**src/rtl/mem_initiator.sv**
```systemverilog
// Burst command initiator for a simple synchronous memory: fills write bursts,
// issues one read per beat and returns each read word (or an error) as a response.
module mem_initiator #(
  parameter int WIDTH = 8,
  parameter int AW    = 3,
  parameter int DEPTH = 7
) (
  input  logic             clock,
  input  logic             rst_n,
  input  logic             cmd_valid,
  output logic             cmd_ready,
  input  logic             cmd_we,
  input  logic [AW-1:0]    cmd_addr,
  input  logic [2:0]       cmd_len,
  input  logic [WIDTH-1:0] cmd_wdata,
  output logic             rsp_valid,
  input  logic             rsp_ready,
  output logic [WIDTH-1:0] rsp_data,
  output logic             rsp_err,
  output logic             write,
  output logic             read,
  output logic [AW-1:0]    addr_w,
  output logic [AW-1:0]    addr_r,
  output logic [WIDTH-1:0] datain,
  input  logic [WIDTH-1:0] dataout
);

  typedef enum logic [2:0] {
    IDLE   = 3'd0,
    WRITE  = 3'd1,
    READ   = 3'd2,
    RDWAIT = 3'd3,
    RESP   = 3'd4
  } state_t;

  localparam logic [AW:0]   DEPTH_X   = (AW + 1)'(DEPTH);
  localparam logic [AW-1:0] LAST_ADDR = AW'(DEPTH - 1);

  state_t        state_r;
  logic [AW-1:0] cur_addr_r;
  logic [2:0]    beats_r;
  logic          addr_bad_s;
  logic [AW-1:0] addr_next_s;

  // Address sequencing wraps inside the valid window so a burst never leaves it.
  function automatic logic [AW-1:0] next_addr(input logic [AW-1:0] a);
    logic [AW-1:0] n;
    if (a == LAST_ADDR) begin
      n = {AW{1'b0}};
    end else begin
      n = a + AW'(1'b1);
    end
    return n;
  endfunction

  assign addr_bad_s  = ({1'b0, cmd_addr} >= DEPTH_X);
  assign addr_next_s = next_addr(cur_addr_r);

  // Burst FSM; every output is a register updated together with the state.
  always_ff @(posedge clock or negedge rst_n) begin
    if (!rst_n) begin
      state_r    <= IDLE;
      cur_addr_r <= {AW{1'b0}};
      beats_r    <= 3'd0;
      cmd_ready  <= 1'b0;
      rsp_valid  <= 1'b0;
      rsp_err    <= 1'b0;
      rsp_data   <= {WIDTH{1'b0}};
      write      <= 1'b0;
      read       <= 1'b0;
      addr_w     <= {AW{1'b0}};
      addr_r     <= {AW{1'b0}};
      datain     <= {WIDTH{1'b0}};
    end else begin
      case (state_r)
        IDLE: begin
          cmd_ready <= 1'b1;
          if (cmd_valid && cmd_ready) begin
            cmd_ready  <= 1'b0;
            cur_addr_r <= cmd_addr;
            beats_r    <= cmd_len;
            if (addr_bad_s) begin
              // A bad start address yields a single error response and no strobes.
              beats_r   <= 3'd0;
              state_r   <= RESP;
              rsp_valid <= 1'b1;
              rsp_err   <= 1'b1;
              rsp_data  <= {WIDTH{1'b0}};
            end else if (cmd_we) begin
              state_r <= WRITE;
              write   <= 1'b1;
              addr_w  <= cmd_addr;
              datain  <= cmd_wdata;
            end else begin
              state_r <= READ;
              read    <= 1'b1;
              addr_r  <= cmd_addr;
            end
          end else begin
            state_r <= IDLE;
          end
        end

        WRITE: begin
          if (beats_r == 3'd0) begin
            write     <= 1'b0;
            state_r   <= RESP;
            rsp_valid <= 1'b1;
            rsp_err   <= 1'b0;
            rsp_data  <= {WIDTH{1'b0}};
          end else begin
            beats_r    <= beats_r - 3'd1;
            cur_addr_r <= addr_next_s;
            addr_w     <= addr_next_s;
          end
        end

        READ: begin
          read    <= 1'b0;
          state_r <= RDWAIT;
        end

        RDWAIT: begin
          rsp_data  <= dataout;
          rsp_err   <= 1'b0;
          rsp_valid <= 1'b1;
          state_r   <= RESP;
        end

        RESP: begin
          if (rsp_ready) begin
            rsp_valid <= 1'b0;
            // Only read bursts leave beats pending here; writes and errors finish.
            if (beats_r != 3'd0) begin
              beats_r    <= beats_r - 3'd1;
              cur_addr_r <= addr_next_s;
              addr_r     <= addr_next_s;
              read       <= 1'b1;
              state_r    <= READ;
            end else begin
              cmd_ready <= 1'b1;
              state_r   <= IDLE;
            end
          end else begin
            state_r <= RESP;
          end
        end

        default: begin
          state_r   <= IDLE;
          cmd_ready <= 1'b0;
          rsp_valid <= 1'b0;
          write     <= 1'b0;
          read      <= 1'b0;
        end
      endcase
    end
  end

endmodule
```
**config.mk**
```make
export PLATFORM = sky130hd
export DESIGN_NAME = mem_initiator
export DESIGN_NICKNAME = d
export VERILOG_FILES = /design/src/rtl/mem_initiator.sv
export SDC_FILE = /design/constraint.sdc
export NUM_CORES = 1
export LEC_CHECK = 0
export CAP_MARGIN = 40
export CORE_AREA = 2 2 95 69
export CTS_BUF_LIST = sky130_fd_sc_hd__clkbuf_16
export DETAILED_ROUTE_END_ITERATION = 8
export DIE_AREA = 0 0 97 71
export GPL_ROUTABILITY_DRIVEN = 0
export GPL_TIMING_DRIVEN = 0
export PLACE_DENSITY_LB_ADDON = 0.12
export SKIP_CTS_REPAIR_TIMING = 1
export SLEW_MARGIN = 10
export SYNTH_ARGS = -nofsm -noshare
export SYNTH_HDL_FRONTEND = slang
export SYNTH_SLANG_ARGS = --single-unit
export TNS_END_PERCENT = 100
```
**constraint.sdc**
```tcl
create_clock -name clock -period 2 [get_ports clock]
set_input_delay 0.5 -clock clock [delete_from_list [all_inputs] [get_ports clock]]
set_output_delay 0.5 -clock clock [all_outputs]
set_load 0.01 [all_outputs]
```
==> run metrics <==
cell taking the most area after synthesis dfrtp_1; max_cap viols 0; fin nets 237; synthesized area 1750 sq um; largest incremental delay on the critical path 560 ps; Crit. End Element register; Die Width 97 microns; post-synth top area share 0.515; Row Count 24; drt wl/cell 14.8 microns; Finished Core Util 0.428; maximum vdd drop 633 uV; Ys Warns 0; commonest cells after routing, fill and taps aside 52 x clkdlybuf4s50_1, 36 x dfrtp_1, 17 x mux2_2; ys async rst share 1.00; TritonCTS clock tree yes; hold slack final 180 ps; commonest non-fill, non-tap cell in the layout clkdlybuf4s50_1; PortBufs 53; post-route minimum period 1920 ps; DRC violations left 0; HPWL after detailed placement 3090 microns; total wire length 4260 microns; fillcell total 548; Pwr Total 4.26 mW; number of diodes 0; Worst EP arrival 2080 ps; relative slew slack 0.745; Worst Path Required 2160 ps; Netlist cell types 38; initial core utilization 0.290; initial antenna violation count 0; crit path cell chain clkdlybuf4s50_1, nand3_1, nand4_1, a21boi_2, mux2_2; worst-skew pair later-pin latency 280 ps; CTS Buffer Depth 2; PwrDens 1650 nW/um^2; flops & latches, synth 36; Final Max Slew Viols 0; Post-synth EDFFs 0; final number of setup-violating endpoints 0; crit path buf inv count 1; Placed Instances 279; post-synthesis sequential area ratio 0.515; Die ar. 6890 sq um; actual slew at the worst max-slew pin 383 ps; vias per cell 4.79; Vias 1375; synthesized area per cell 11.8 sq um; clk sinks 36; Cells after Synth 148; drt first pass iters 4; Setup CP Type in2reg; first-pass GRT wire length 6990 microns; gr ovfl total 0; Worst setup SP type input pin; die height 71 microns; I/O pins 54; Routed Antenna Nets 0; total routing usage reported by global routing 0.128; Root Buffer clkbuf_16; Core ar. 6040 sq um; H-tree levels 2; status completed; CTS buffer count 5; delay-heaviest family, CP buffers and inverters; 1st-iter DRT viols 42; largest net degree at the start of global routing 37; final worst-path cycle share 0.958; final worst clock skew 3.82 ps; layout cell share with drive strength beyond 1 0.206; vias in the first global route 1392; dominant synthesized flop cell dfrtp_1; LEAKAGE 1.12 nW; CP max stage cell clkdlybuf4s50_1; Max Fclk 522 MHz; Cell Count, Final, Fillers Out 287; Syn Nets 177; Final Hold Vio Count 0; RSZ-0062 raised after global routing false; largest cells by area after synthesis dfrtp_1 52%, mux2_2 11%, a22o_1 4.5%, mux2i_1 2.9%, mux2_4 2.6%; Hold Crit Class in2async; worst-path maximum fanout 5; Area growth, synth to finish 47.6%; clk slew on worst S/H paths 50 ps
[per-layer routing]
metal  wire (microns)  GRT usage  share of wire  vias up
met2             2040      0.201           0.48       31
met4               51     0.0391          0.012        0
li1                 -          -              -      655
met1             1980      0.168           0.47      682
met5                0          0              0        -
met3              191     0.0445          0.045        7
[cell type report]
type / count / area, sq um / share of cell area
Buffer: 8 / 45.0 / 0.0174
Clock buffer: 5 / 125 / 0.0484
Clock inverter: 3 / 38.8 / 0.0150
Inverter: 6 / 22.5 / 0.00872
Multi-Input combinational cell: 97 / 807 / 0.312
Sequential cell: 36 / 901 / 0.349
Tap cell: 78 / 97.6 / 0.0378
Timing Repair Buffer: 54 / 546 / 0.211
[stage by stage]
step                setup WS [ps]  setup TNS [ps]  instance area, sq um
floorplan                     290               0                  1750
global placement             -387          -18540                  2380
detailed placement           -283           -6010                  2370
CTS                          7.44               0                  2540
global route                 1.39               0                  2580
finish                       84.5               0                  2580
[worst reg2reg max path, cell delays in order, from the launching register on]
cell	delay, ps
dfrtp_1	370
buf_2	240
nor2b_1	310
and2_1	260
mux2_1	350
mux2_2	270
[synth_stat cells (3+ instances only)]
cell      number
dfrtp_1       36
nand2_1        7
a22o_1         9
inv_1          6
a21oi_1        5
nor2_1         6
mux2_4         3
a211oi_1       3
o21ai_0        6
and2_1         4
mux2_2        17
mux2i_1        5
buf_2          6
a21o_1         3
[power breakdown]
group	switching [mW]	internal [mW]
Combinational	0.926	1.15
Sequential	0.220	1.09
Clock	0.289	0.581
[sequential cells by signal, summed over array words and instances, names as in the netlist, 3 cells and up]
name / count
datain: 8
rsp_data: 8
addr_r: 3
addr_w: 3
beats_r: 3
cur_addr_r: 3
state_r: 3
[worst paths after layout]
check / startpoint / end / slack [ps] / cells past startpoint
setup / recovery: cmd_addr[2] / addr_w[1] / 80 / 5
hold / removal: rst_n / cur_addr_r[1] / 180 / 2
setup reg to reg: state_r[0] / addr_w[1] / 100 / 5
hold reg to reg: beats_r[1] / beats_r[1] / 480 / 1
max in group asynchronous: rst_n / rsp_valid / 1630 / 2
min in group clock: beats_r[1] / beats_r[1] / 480 / 1
[logic make-up (layout without fill, tap and decap cells)]
logic type                 Yosys count  after routing  share of synthesized area
AOI/OAI and AO/OA                   38             38                      0.155
DFF                                 36             36                      0.515
and+or+nand+nor                     30             30                     0.0994
buffers and inverters               15             76                     0.0408
adders and majority gates            2              2                     0.0143
muxes                               26             26                      0.170
xor gates and xnor gates             1              1                    0.00501
No activity file was read; power rests on OpenSTA's default activity.
